`src/rtl/wt_dcache_miss_arb_pkg.sv`:
```
// Shared configuration and cache geometry for the write-through dcache miss arbiter.
// ariane_pkg and wt_cache_pkg carry only the subset this block consumes.
package ariane_pkg;
  typedef struct packed {
    logic DCacheEnable;
  } ariane_cfg_t;

  localparam ariane_cfg_t ArianeDefaultConfig = '{DCacheEnable: 1'b1};
endpackage

package wt_cache_pkg;
  localparam int unsigned DCACHE_INDEX_WIDTH  = 12;
  localparam int unsigned DCACHE_OFFSET_WIDTH = 4;
  localparam int unsigned CACHE_ID_WIDTH      = 3;

  // Port-index width that stays legal for a single-port configuration.
  function automatic int unsigned port_idx_width(input int unsigned n);
    return (n > 1) ? $clog2(n) : 1;
  endfunction
endpackage

package wt_dcache_miss_arb_pkg;
  import wt_cache_pkg::*;

  localparam int unsigned CL_INDEX_WIDTH = DCACHE_INDEX_WIDTH - DCACHE_OFFSET_WIDTH;

  typedef logic [CL_INDEX_WIDTH-1:0] cl_index_t;
endpackage

```
`src/rtl/wt_dcache_miss_arb_if.sv`:
```
// Miss-port and memory-side signal bundle; master is the arbiter's view.
interface wt_dcache_miss_arb_if #(
  parameter int unsigned NumPorts = 3
);
  import wt_cache_pkg::*;

  logic [NumPorts-1:0]        miss_req_i;
  logic [NumPorts-1:0]        miss_ack_o;
  logic [NumPorts-1:0]        miss_replay_o;
  logic [NumPorts-1:0][63:0]  miss_paddr_i;
  logic [NumPorts-1:0]        miss_nc_i;
  logic [NumPorts-1:0][2:0]   miss_size_i;
  logic [NumPorts-1:0]        miss_rtrn_vld_o;

  logic                       mem_req_o;
  logic                       mem_gnt_i;
  logic [63:0]                mem_paddr_o;
  logic                       mem_nc_o;
  logic [2:0]                 mem_size_o;
  logic [CACHE_ID_WIDTH-1:0]  mem_id_o;
  logic                       mem_rtrn_vld_i;
  logic [CACHE_ID_WIDTH-1:0]  mem_rtrn_id_i;

  modport master (
    input  miss_req_i, miss_paddr_i, miss_nc_i, miss_size_i,
           mem_gnt_i, mem_rtrn_vld_i, mem_rtrn_id_i,
    output miss_ack_o, miss_replay_o, miss_rtrn_vld_o,
           mem_req_o, mem_paddr_o, mem_nc_o, mem_size_o, mem_id_o
  );

  modport slave (
    output miss_req_i, miss_paddr_i, miss_nc_i, miss_size_i,
           mem_gnt_i, mem_rtrn_vld_i, mem_rtrn_id_i,
    input  miss_ack_o, miss_replay_o, miss_rtrn_vld_o,
           mem_req_o, mem_paddr_o, mem_nc_o, mem_size_o, mem_id_o
  );
endinterface

```
`src/rtl/wt_dcache_miss_arb_rr_arb_tree.sv`:
```
// Round-robin picker: first requester at or after the externally held priority pointer.
module rr_arb_tree #(
  parameter int unsigned NumIn    = 4,
  parameter int unsigned IdxWidth = 2
) (
  input  logic [IdxWidth-1:0] rr_i,
  input  logic [NumIn-1:0]    req_i,
  output logic                req_o,
  output logic [IdxWidth-1:0] idx_o
);
  logic found;

  always_comb begin
    req_o = |req_i;
    idx_o = '0;
    found = 1'b0;
    for (int unsigned i = 0; i < NumIn; i++) begin
      int unsigned j;
      j = (32'(rr_i) + i) % NumIn;
      if (!found && req_i[j]) begin
        found = 1'b1;
        idx_o = IdxWidth'(j);
      end
    end
  end
endmodule

```
`src/rtl/wt_dcache_miss_arb.sv`:
```
// Arbitrates read-port cache misses onto one memory request channel, tracks
// outstanding misses per port and replays requests that would alias a pending line.
module wt_dcache_miss_arb
  import wt_cache_pkg::*;
  import wt_dcache_miss_arb_pkg::*;
#(
  parameter int unsigned             NumPorts  = 3,
  parameter ariane_pkg::ariane_cfg_t ArianeCfg = ariane_pkg::ArianeDefaultConfig
) (
  input  logic                 clk_i,
  input  logic                 rst_i,
  wt_dcache_miss_arb_if.master bus
);
  localparam int unsigned PW = port_idx_width(NumPorts);

  typedef enum logic {IDLE, ISSUE} state_e;

  state_e                       state_q, state_d;
  logic [PW-1:0]                ptr_q, ptr_d;
  logic [PW-1:0]                win_q, win_d;
  logic [NumPorts-1:0]          pend_q, pend_d;
  logic [NumPorts-1:0]          pnc_q, pnc_d;
  cl_index_t [NumPorts-1:0]     idx_q, idx_d;
  logic [63:0]                  paddr_q, paddr_d;
  logic                         nc_q, nc_d;
  logic [2:0]                   size_q, size_d;

  logic [NumPorts-1:0]          eligible, rtrn_hit, alias_vec, ack, replay;
  logic [PW-1:0]                win;
  logic                         arb_req, win_nc, collide, mem_req;
  cl_index_t                    win_idx;

  assign eligible = bus.miss_req_i & ~pend_q;

  rr_arb_tree #(
    .NumIn    (NumPorts),
    .IdxWidth (PW)
  ) i_rr_arb_tree (
    .rr_i  (ptr_q),
    .req_i (eligible),
    .req_o (arb_req),
    .idx_o (win)
  );

  always_comb begin
    for (int unsigned k = 0; k < NumPorts; k++) begin
      rtrn_hit[k] = bus.mem_rtrn_vld_i && pend_q[k] &&
                    (bus.mem_rtrn_id_i == CACHE_ID_WIDTH'(k));
    end
  end

  // A disabled dcache makes every miss bypass the alias check.
  assign win_nc  = bus.miss_nc_i[win] | ~ArianeCfg.DCacheEnable;
  assign win_idx = bus.miss_paddr_i[win][DCACHE_INDEX_WIDTH-1:DCACHE_OFFSET_WIDTH];

  always_comb begin
    for (int unsigned k = 0; k < NumPorts; k++) begin
      alias_vec[k] = pend_q[k] && !pnc_q[k] && !rtrn_hit[k] &&
                     (idx_q[k] == win_idx) && (win != PW'(k));
    end
  end

  assign collide = !win_nc && (|alias_vec);

  always_comb begin
    state_d = state_q;
    ptr_d   = ptr_q;
    win_d   = win_q;
    pend_d  = pend_q & ~rtrn_hit;
    pnc_d   = pnc_q;
    idx_d   = idx_q;
    paddr_d = paddr_q;
    nc_d    = nc_q;
    size_d  = size_q;
    ack     = '0;
    replay  = '0;
    mem_req = 1'b0;

    unique case (state_q)
      IDLE: begin
        if (arb_req) begin
          if (collide) begin
            replay[win] = 1'b1;
            ptr_d       = (win == PW'(NumPorts-1)) ? '0 : win + 1'b1;
          end else begin
            win_d       = win;
            paddr_d     = bus.miss_paddr_i[win];
            nc_d        = win_nc;
            size_d      = bus.miss_size_i[win];
            idx_d[win]  = win_idx;
            pnc_d[win]  = win_nc;
            state_d     = ISSUE;
          end
        end
      end
      ISSUE: begin
        mem_req = 1'b1;
        if (bus.mem_gnt_i) begin
          ack[win_q]    = 1'b1;
          pend_d[win_q] = 1'b1;
          ptr_d         = (win_q == PW'(NumPorts-1)) ? '0 : win_q + 1'b1;
          state_d       = IDLE;
        end
      end
      default: state_d = IDLE;
    endcase
  end

  always_ff @(posedge clk_i) begin
    if (rst_i) begin
      state_q <= IDLE;
      ptr_q   <= '0;
      win_q   <= '0;
      pend_q  <= '0;
      pnc_q   <= '0;
      idx_q   <= '0;
      paddr_q <= '0;
      nc_q    <= 1'b0;
      size_q  <= '0;
    end else begin
      state_q <= state_d;
      ptr_q   <= ptr_d;
      win_q   <= win_d;
      pend_q  <= pend_d;
      pnc_q   <= pnc_d;
      idx_q   <= idx_d;
      paddr_q <= paddr_d;
      nc_q    <= nc_d;
      size_q  <= size_d;
    end
  end

  assign bus.miss_ack_o      = ack;
  assign bus.miss_replay_o   = replay;
  assign bus.miss_rtrn_vld_o = rtrn_hit;
  assign bus.mem_req_o       = mem_req;
  assign bus.mem_paddr_o     = paddr_q;
  assign bus.mem_nc_o        = nc_q;
  assign bus.mem_size_o      = size_q;
  assign bus.mem_id_o        = CACHE_ID_WIDTH'(win_q);
endmodule

```
`src/flat_wrapper.sv`:
```
// flat-port wrapper written by rule: the top's interface ports become plain ports
module wt_dcache_miss_arb_flat import wt_cache_pkg::*; import wt_dcache_miss_arb_pkg::*;
#(
  parameter int unsigned             NumPorts  = 3,
  parameter ariane_pkg::ariane_cfg_t ArianeCfg = ariane_pkg::ArianeDefaultConfig
)
  (clk_i, rst_i, bus_miss_req_i, bus_miss_paddr_i, bus_miss_nc_i, bus_miss_size_i, bus_mem_gnt_i, bus_mem_rtrn_vld_i, bus_mem_rtrn_id_i, bus_miss_ack_o, bus_miss_replay_o, bus_miss_rtrn_vld_o, bus_mem_req_o, bus_mem_paddr_o, bus_mem_nc_o, bus_mem_size_o, bus_mem_id_o);
  wt_dcache_miss_arb_if #(.NumPorts(NumPorts)) bus_i ();
  input  logic clk_i;
  input  logic rst_i;
  input wire logic [$bits(bus_i.miss_req_i)-1:0] bus_miss_req_i;
  input wire logic [$bits(bus_i.miss_paddr_i)-1:0] bus_miss_paddr_i;
  input wire logic [$bits(bus_i.miss_nc_i)-1:0] bus_miss_nc_i;
  input wire logic [$bits(bus_i.miss_size_i)-1:0] bus_miss_size_i;
  input wire logic [$bits(bus_i.mem_gnt_i)-1:0] bus_mem_gnt_i;
  input wire logic [$bits(bus_i.mem_rtrn_vld_i)-1:0] bus_mem_rtrn_vld_i;
  input wire logic [$bits(bus_i.mem_rtrn_id_i)-1:0] bus_mem_rtrn_id_i;
  output wire logic [$bits(bus_i.miss_ack_o)-1:0] bus_miss_ack_o;
  output wire logic [$bits(bus_i.miss_replay_o)-1:0] bus_miss_replay_o;
  output wire logic [$bits(bus_i.miss_rtrn_vld_o)-1:0] bus_miss_rtrn_vld_o;
  output wire logic [$bits(bus_i.mem_req_o)-1:0] bus_mem_req_o;
  output wire logic [$bits(bus_i.mem_paddr_o)-1:0] bus_mem_paddr_o;
  output wire logic [$bits(bus_i.mem_nc_o)-1:0] bus_mem_nc_o;
  output wire logic [$bits(bus_i.mem_size_o)-1:0] bus_mem_size_o;
  output wire logic [$bits(bus_i.mem_id_o)-1:0] bus_mem_id_o;
  assign bus_i.miss_req_i = bus_miss_req_i;
  assign bus_i.miss_paddr_i = bus_miss_paddr_i;
  assign bus_i.miss_nc_i = bus_miss_nc_i;
  assign bus_i.miss_size_i = bus_miss_size_i;
  assign bus_i.mem_gnt_i = bus_mem_gnt_i;
  assign bus_i.mem_rtrn_vld_i = bus_mem_rtrn_vld_i;
  assign bus_i.mem_rtrn_id_i = bus_mem_rtrn_id_i;
  assign bus_miss_ack_o = bus_i.miss_ack_o;
  assign bus_miss_replay_o = bus_i.miss_replay_o;
  assign bus_miss_rtrn_vld_o = bus_i.miss_rtrn_vld_o;
  assign bus_mem_req_o = bus_i.mem_req_o;
  assign bus_mem_paddr_o = bus_i.mem_paddr_o;
  assign bus_mem_nc_o = bus_i.mem_nc_o;
  assign bus_mem_size_o = bus_i.mem_size_o;
  assign bus_mem_id_o = bus_i.mem_id_o;
  wt_dcache_miss_arb #(.NumPorts(NumPorts), .ArianeCfg(ArianeCfg)) u_core (.clk_i(clk_i), .rst_i(rst_i), .bus(bus_i));
endmodule
```
`config.mk`:
```
export PLATFORM = sky130hd
export DESIGN_NAME = wt_dcache_miss_arb_flat
export DESIGN_NICKNAME = d
export VERILOG_FILES = /design/src/rtl/wt_dcache_miss_arb_pkg.sv /design/src/rtl/wt_dcache_miss_arb_if.sv /design/src/rtl/wt_dcache_miss_arb_rr_arb_tree.sv /design/src/rtl/wt_dcache_miss_arb.sv /design/src/flat_wrapper.sv
export SDC_FILE = /design/constraint.sdc
export NUM_CORES = 1
export LEC_CHECK = 0
export CORE_MARGIN = 10
export CORE_UTILIZATION = 45
export DETAILED_ROUTE_END_ITERATION = 16
export GPL_ROUTABILITY_DRIVEN = 1
export PLACE_DENSITY_LB_ADDON = 0.3
export SYNTH_ARGS = -nofsm -noshare
export SYNTH_HDL_FRONTEND = slang
export SYNTH_SLANG_ARGS = --single-unit
```
`constraint.sdc`:
```
create_clock -name clk_i -period 6.7 [get_ports clk_i]
set_input_delay 1.34 -clock clk_i [delete_from_list [all_inputs] [get_ports clk_i]]
set_output_delay 1.34 -clock clk_i [all_outputs]
set_load 0.01 [all_outputs]
```
# --- After elaboration in Yosys (flattened, before gate mapping) ---
# Cells that the tools add are included.
word_totals:
  regBits: 103
  inputBits: 214
  output_inout_bits: 81
  wordCells: 125
classes:
  n_addsub: 4
  div: 3
  magnitude_cmp: 7
  eq_ne: 12
  mux: 43
  bitwise: 7
  reduce_logical: 38
ops:
  columns: ["operator", "n"]
  rows:
  - ["64-bit binary-select mux with 2-bit select", 1]
  - ["32-bit by 3-bit less-than comparator with 1-bit output, second input constant", 3]
  - ["32-bit by 2-bit remainder unit with 32-bit output, second input constant", 2]
  - ["64-bit 2-to-1 mux", 1]
  - ["2-bit by 2-bit remainder unit with 32-bit output, second input constant", 1]
  - ["24-bit bitwise mux", 1]
  - ["8-bit == test", 3]
  - ["3-bit 2-to-1 mux", 8]
  - ["1-bit logical AND", 23]
  - ["8-bit demux with 2-bit select", 1]
  - ["2-bit 2-to-1 mux", 8]
  - ["1-bit 2-to-1 mux", 12]
  - ["1-bit logical NOT", 9]
  - ["1-bit binary-select mux with 2-bit select", 4]
  - ["8-bit 2-to-1 mux", 1]
  - ["3-bit bitwise AND", 2]
  - ["3-bit binary-select mux with 2-bit select", 1]
  - ["2-bit by 3-bit less-than comparator with 1-bit output, second input constant", 2]
  - ["2-bit by 1-bit != test with 1-bit output, second input constant", 3]
  - ["3-bit NOT", 2]
  - ["3-bit AND reduction", 2]
  - ["3-bit OR reduction", 2]
  - ["2-bit by 1-bit adder with 2-bit output, second input constant", 2]
  - ["1-bit demux with 2-bit select", 2]
  - ["other kinds (14)", 18]

# --- Logic depth before layout (Yosys ltp) ---
# Gate-level depths: netlist of run 1.
logic_depth:
  depth_word: 21
  depth_mapped: 18
  depth_no_buf: 13

# --- Modules after synthesis ---
# From an unflattened synthesis of run 1, not the netlist that was laid out.
hier_totals:
  cells_unflattened: 722
  area_unflattened_um2: 5943.2
modules_own_cells:
  columns: ["mod", "n_inst", "cells_per_inst", "area_per_inst_um2", "seq_area_each_um2"]
  rows:
  - ["wt_dcache_miss_arb", 1, 702, 5795.6, 2062.0]
  - ["rr_arb_tree", 1, 20, 147.6, 0.0]

# --- Worst setup path after synthesis of run 1 ---
# OpenSTA, ideal clock, no wires.
synth_timing:
  kind: "input port to output port"
  start: "input port bus_miss_req_i[1]"
  end: "output port bus_miss_replay_o[0]"
  t_arrival_ns: 3.985
  required_time_ns: 5.360
  slack_ns: 1.375
  path_stages: 12
  n_path_buf: 2
  cell_sequence: "nand2b_1 buf_2 o2111a_1 a31oi_1 mux2i_1 a2bb2oi_2 xnor2_1 nor4_1 nand4_1 a31o_2 clkbuf_1 nor2_1"
synth_via:
  elab_chain_len: 20
  elab_cells_between_ends: 44
  classes_between: "order compare: 2; eq/ne: 5; mux: 20; bitwise: 1; reduce/logical: 16"
synth_lines:
  columns: ["item", "line_no", "text"]
  rows:
  - ["start, declared", "flat_wrapper.sv:11", "input wire logic [$bits(bus_i.miss_req_i)-1:0] bus_miss_req_i;"]
  - ["3-bit bitwise AND *", "wt_dcache_miss_arb.sv:33", "assign eligible = bus.miss_req_i & ~pend_q;"]
  - ["1-bit binary-select mux with 2-bit select", "wt_dcache_miss_arb_rr_arb_tree.sv:20", "if (!found && req_i[j]) begin"]
  - ["1-bit 2-to-1 mux (not written as such)", "wt_dcache_miss_arb_rr_arb_tree.sv:20", null]
  - ["1-bit 2-to-1 mux", "wt_dcache_miss_arb_rr_arb_tree.sv:20", null]
  - ["1-bit logical NOT", "wt_dcache_miss_arb_rr_arb_tree.sv:20", null]
  - ["1-bit logical AND", "wt_dcache_miss_arb_rr_arb_tree.sv:20", null]
  - ["1-bit 2-to-1 mux", "wt_dcache_miss_arb_rr_arb_tree.sv:20", null]
  - ["1-bit logical NOT", "wt_dcache_miss_arb_rr_arb_tree.sv:20", null]
  - ["[4 not listed]", null, null]
  - ["8-bit == test", "wt_dcache_miss_arb.sv:59", "(idx_q[k] == win_idx) && (win != PW'(k));"]
  - ["1-bit logical AND", "wt_dcache_miss_arb.sv:58", "alias_vec[k] = pend_q[k] && !pnc_q[k] && !rtrn_hit[k] &&"]
  - ["1-bit logical AND", "wt_dcache_miss_arb.sv:59", null]
  - ["3-bit OR reduction", "wt_dcache_miss_arb.sv:63", "assign collide = !win_nc && (|alias_vec);"]
  - ["1-bit logical AND", "wt_dcache_miss_arb.sv:63", null]
  - ["3-bit 2-to-1 mux", "wt_dcache_miss_arb.sv:82", "if (collide) begin"]
  - ["3-bit 2-to-1 mux *", "wt_dcache_miss_arb.sv:81", "if (arb_req) begin"]
  - ["3-bit 2-to-1 mux *", "wt_dcache_miss_arb.sv:79", "unique case (state_q)"]
  - ["end, declared", "flat_wrapper.sv:19", "output wire logic [$bits(bus_i.miss_replay_o)-1:0] bus_miss_replay_o;"]
# Every way passes the cells marked *; elsewhere a longest branch is shown, timed or not. The select of a mux whose other input is x is not followed.

# --- Worst setup path after layout of run 1 ---
layout_timing:
  start: "input port bus_miss_req_i[2]"
  end: "output port bus_miss_replay_o[1]"
# The elaborated chain is that of the path after synthesis.

==> results of run 1 <==
-- power by group through the flow --
stage | Sequential (W) | Clock [W] | Combinational (W)
2_1_floorplan | 0.000771 | 0 | 0.000435
3_3_place_gp | 0.000748 | 0 | 0.000823
3_5_place_dp | 0.000749 | 0 | 0.000830
4_1_cts | 0.000737 | 0.000586 | 0.000835
5_1_grt | 0.000746 | 0.000610 | 0.000896
6_report | 0.000738 | 0.000579 | 0.000832
-- worst paths after layout --
check                                          from              endpoint  slack [ns]  cells after the start
worst min register to register  u_core.bus.mem_nc_o   u_core.bus.mem_nc_o        0.48                      2
worst max register to register      u_core.ptr_q[0]       u_core.idx_q[9]        1.96                     13
worst max-delay path              bus_miss_req_i[2]  bus_miss_replay_o[1]        0.27                     12
worst min-delay path            u_core.bus.mem_nc_o   u_core.bus.mem_nc_o        0.48                      2
-- cell families (layout without fill, tap and decap cells) --
family                   after synthesis  count (layout)  share of synthesized area, %
AND/OR/NAND/NOR                      115             115                          10.1
AO/OA/AOI/OAI                        321             321                          36.6
XOR/XNOR                              19              19                          2.66
adder cells (fa/ha/maj)                3               3                         0.600
buffers and inverters                 78             333                          5.58
flip-flops                           103             103                          33.0
other                                  1               1                        0.0599
multiplexers                          64              64                          11.5
-- layout make-up --
class,instances,area [um^2],share of cell area (%)
clock buffer,10,229,2.39
clock inverter,6,95.1,0.995
inverter,11,41.3,0.432
multi-input combinational,523,3880,40.6
sequential,103,2060,21.6
tap,180,225,2.36
timing repair buffer,306,3030,31.7
-- worst min-delay path, delay by kind of cell, from the launching register on --
family         cells  cell delay (ns)
flip-flops         1             0.31
AO/OA/AOI/OAI      2             0.13
-- state kept, by name, summed over array words and instances, names as in the netlist --
register / cells
u_core.bus.mem_size_o: 3
u_core.bus.mem_paddr_o: 64
u_core.pend_q: 3
u_core.idx_q: 24
u_core.pnc_q: 3
u_core.bus.mem_nc_o: 1
u_core.win_q: 2
u_core.ptr_q: 2
u_core.state_q: 1
-- cell usage after synthesis (3+ instances only) --
cell,number
or2_2,10
mux2i_1,3
ha_1,3
a22oi_4,3
nor3_1,6
nand2b_1,12
nand2_1,28
buf_4,3
nand3_1,7
clkbuf_1,46
a22oi_1,60
xnor2_1,17
o21ai_0,61
buf_2,12
o2111ai_1,6
o211ai_1,7
buf_6,4
nor2b_1,25
a22oi_2,3
nor2_1,11
a21oi_1,80
a211oi_1,49
inv_1,11
or3_1,3
dfxtp_1,103
a211oi_2,20
mux2_2,61
-- per-stage QoR --
stage | hold WS, ns | setup slack, ns
final | 0.478 | 0.271
after global routing | 0.518 | 0.0520
after CTS | 0.477 | 0.298
after detailed placement | 0.467 | 0.315
after global placement | 0.456 | 0.397
after floorplan | 0.445 | 1.37
-- per-layer routing --
| metal | vias to the layer above | part of all wire (%) | wire, um | GRT usage (%) |
|---|---|---|---|---|
| met5 | - | 0 | 0 | 0 |
| met1 | 3189 | 39 | 9560 | 28.7 |
| met2 | 316 | 49 | 11900 | 39.5 |
| li1 | 3172 | - | - | - |
| met4 | 0 | 2.0 | 489 | 7.36 |
| met3 | 26 | 9.8 | 2390 | 8.33 |
==> flow_summary.ini, run 1 <==
[power_and_ir_drop]
fin_total_pwr_w = 0.00215
swShare_pct = 32.5
power_leakage_nw = 3.43
power_frac_comb_pct = 38.7
vdd.ir_drop.worst_v = 0.000152
clkPwrFrac_pct = 27.0
p_per_area_nw_per_um2 = 225
seq_power_share_pct = 34.3
internal_power_w = 0.00145
p_switching_w = 0.000698

[clocking]
cts_root_buffer = clkbuf_16
post-cts-setup-buffer-count = 0
path_clk_slew_ns = 0.07
h-tree-depth = 3
cts_buffers = 9
cts_resized = 0
cts_hold_buffers = 0
cts_tree = built
clock_path_buffers = 2
cts.sinks = 103
clk-insertion-delay-late_ns = 0.35

[yosys]
synthArstFlopShare_pct = 0
synthCells = 704
yosysUniqueCellTypes = 64
yosys_warnings = 0
synth.avg_cell_area_um2 = 8.89
yosys-top-cells-area = dfxtp_1 33%, mux2_2 11%, a22oi_1 7.2%, a21oi_1 6.4%, a211oi_1 5.9%
ys.flop_type = dfxtp_1
synth_edf_count = 0
syn-num-nets = 921
synth_top_area_cell = dfxtp_1
synth_seq_cells = 103
yosysTopAreaCellShare_pct = 33.0
seq_area_frac_synth_pct = 33.0
syn_area_um2 = 6260

[sta]
fmax_mhz = 156
post-route-period-util_pct = 96.0
fin_crit_ns = 6.43
report.final.setup_viol = 0
rsz0062_at_grt = no
skew_ns = 0.0114
slew_violations = 0
slew_headroom_pct = 43.3
final.setup.tns_ns = 0
tightest_slew_ns = 0.850
hold_viol_final = 0

[global_route]
grtUsageTotal_pct = 24.0
antenna_found_initial = 0
grt_pass1_vias = 6698
grt_max_degree = 75
grt_remaining_overflow = 0
grt_pass1_wl_um = 36400

[detailed_routing]
dr.pass1.iters = 5
drtAntennaViolNets = 0
dr_total_vias = 6703
route.detailed.drc = 0
wl_um = 24300
drt_iter0_drc = 461
wire_per_inst_um = 21.3
vias_per_cell = 5.88

[cells_and_area]
final_cell_count_no_fill = 1139
fillers = 1142
area_delta_synth_final_pct = 52.8
drive_gt1_share_pct = 15.0
final_area_um2 = 9560
utilization_pct = 69.4
mostFrequentLayoutCell = clkdlybuf4s50_1
fin_nets = 1171
final_cell_mix = 292 x clkdlybuf4s50_1, 103 x dfxtp_1, 80 x a21oi_1
n_antenna_cell = 0

[critical_path]
critPathArrivalTime_ns = 5.09
crit_buf_inv = 2
cpMostUsedCell = clkdlybuf4s50_1
cp.required_ns = 5.36
worstSetupStartpointType = input port
crit_family = compound AO/OA/AOI/OAI gates
path_max_fanout = 12
slowest_stage = clkdlybuf4s50_1
crit_chain = clkdlybuf4s50_1 -> nor2b_1 -> or3_1 -> o221ai_2 -> a21o_2 -> a22oi_2 -> a22o_1 -> nor4_1 -> nand4_1 -> a31o_2 -> nor2_1 -> clkdlybuf4s50_1
setup.worst_path.end_class = primary output
worstSetupPathType = in2out
critPathMaxStageDelay_ns = 0.56

[placed_design]
dpl.cell_count = 1123
place.gp.congestion = 0.874
hpwl_um = 18200
place_area_um2 = 9240
io_buffers = 293

[floorplanning]
rows = 43
ioPinCount = 295
coreArea_um2 = 13800
die_w_um = 138
die_height_um = 138
initial_core_util_pct = 45.4
die-area_um2 = 19000

[status]
status = completed

[hold_path]
hold_path.class = reg2reg

[run]
cap_violations = 0
(Power assumes the default switching activity.)
==> run 2: changes to the inputs <==
- CAP_MARGIN: default -> 20
- CTS_CLUSTER_DIAMETER: default -> 80
- GPL_TIMING_DRIVEN: default -> 0
==> flow_summary.ini, run 2 (synthesis results as in run 1) <==
[sta]
hold_viol_final = 0
fmax_mhz = 154
report.final.setup_viol = 0
skew_ns = 0.00941
tightest_slew_ns = 0.718
rsz0062_at_grt = no
slew_headroom_pct = 52.1
holdWs_ns = 0.496
post-route-period-util_pct = 97.0
slew_violations = 0
fin_crit_ns = 6.50

[global_route]
grtUsageTotal_pct = 25.3
grt_pass1_wl_um = 37900
grt_pass1_vias = 6987
grt_remaining_overflow = 0
antenna_found_initial = 0
grt_max_degree = 16

[clocking]
cts_root_buffer = clkbuf_16
clk-insertion-delay-late_ns = 0.35
cts_buffers = 9
cts_tree = built
path_clk_slew_ns = 0.07
clock_path_buffers = 2
h-tree-depth = 3
cts.sinks = 103

[floorplanning]
initial_core_util_pct = 45.4
die_height_um = 138
die_w_um = 138
die-area_um2 = 19000
rows = 43
ioPinCount = 295
coreArea_um2 = 13800

[cells_and_area]
fin_nets = 1227
final_cell_mix = 292 x clkdlybuf4s50_1, 103 x dfxtp_1, 80 x a21oi_1
fillers = 1107
mostFrequentLayoutCell = clkdlybuf4s50_1
area_delta_synth_final_pct = 55.9
drive_gt1_share_pct = 15.4
n_antenna_cell = 0
largest_reg_flops = 64
final_area_um2 = 9750

[critical_path]
critPathArrivalTime_ns = 5.16
worstSetupStartpointType = input port
slowest_stage = clkdlybuf4s50_1
worstSetupPathType = in2out
cp.required_ns = 5.36
crit_chain = clkdlybuf4s50_1 -> nor2b_2 -> or3_1 -> o221ai_2 -> nor2_4 -> a22oi_2 -> xnor2_1 -> a2111oi_2 -> nand3_2 -> a31o_2 -> nor2_1 -> clkdlybuf4s50_1
path_max_fanout = 14
cpMostUsedCell = clkdlybuf4s50_1
critPathMaxStageDelay_ns = 0.61
setup.worst_path.end_class = primary output

[detailed_routing]
route.detailed.drc = 0
dr_total_vias = 6912
drtAntennaViolNets = 0
vias_per_cell = 5.79
wire_per_inst_um = 21.5
wl_um = 25600
drt_iter0_drc = 520
dr.pass1.iters = 5

[run]
cap_violations = 0

[power_and_ir_drop]
power_leakage_nw = 3.49
p_per_area_nw_per_um2 = 216
vdd.ir_drop.worst_v = 0.000157
fin_total_pwr_w = 0.00211

[placed_design]
place.gp.congestion = 0.929
place_area_um2 = 9400
hpwl_um = 20100
io_buffers = 292

[hold_path]
hold_path.class = reg2reg

[status]
status = completed
-- run 2: worst max-delay path, delay by kind of cell --
family	cells	cell delay, ns
xor gates and xnor gates	1	0.14
AOI/OAI and AO/OA	4	1.51
and+or+nand+nor	5	1.11
buffers and inverters	2	1.07
-- run 2: what timing repair did --
item	4_1_cts	5_1_grt
cloned	0	0
setup endpoints to repair	3	3
resized for setup	6	4
hold buffers	0	0
buffers inserted	3	1
pin swaps	2	1
-- run 2: area by class of cell --
| type | count | area (um^2) | area share, % |
|---|---|---|---|
| well taps | 180 | 225 | 2.31 |
| repair buffers | 296 | 2950 | 30.3 |
| flip-flops and latches | 103 | 2060 | 21.1 |
| clock buffers | 12 | 256 | 2.63 |
| clock inverters | 3 | 18.8 | 0.192 |
| plain buffers | 66 | 305 | 3.13 |
| multi-input cells | 523 | 3890 | 39.9 |
| inverters | 11 | 41.3 | 0.423 |
-- run 2: worst paths after layout --
check | start | end | slack [ns] | depth (start not counted)
setup / recovery | bus_miss_req_i[2] | bus_miss_replay_o[2] | 0.20 | 12
hold / removal | u_core.bus.mem_nc_o | u_core.bus.mem_nc_o | 0.50 | 2
hold reg to reg | u_core.bus.mem_nc_o | u_core.bus.mem_nc_o | 0.50 | 2
setup reg to reg | u_core.ptr_q[0] | u_core.bus.mem_paddr_o[10] | 2.41 | 15
-- run 2: power by group --
group          switching, W  internal, W  leakage (nW)  total [W]
logic              0.000432     0.000442          2.51   0.000874
clock network      0.000229     0.000270         0.138   0.000499
registers         0.0000480     0.000690         0.850   0.000738
total              0.000708      0.00140          3.49    0.00211
-- run 2: metrics by stage --
| stage | setup WS [ns] | std cells | utilization, % | setup TNS, ns |
|---|---|---|---|---|
| 2_1_floorplan | 1.37 | 704 | - | 0 |
| 3_3_place_gp | -0.372 | 1176 | 68.3 | -1.09 |
| 3_5_place_dp | -0.387 | 1176 | 68.3 | -1.15 |
| 4_1_cts | 0.00220 | 1194 | 70.7 | 0 |
| 5_1_grt | 0.00242 | 1194 | 70.8 | 0 |
| 6_report | 0.198 | 1194 | 70.8 | 0 |
-- run 2: metal layers --
metal	GRT usage [%]	vias up	wire length, um
met5	0	-	0
met4	7.42	0	563
met3	7.97	46	2580
met2	42.8	337	12700
met1	30.0	3253	9830
li1	-	3276	-
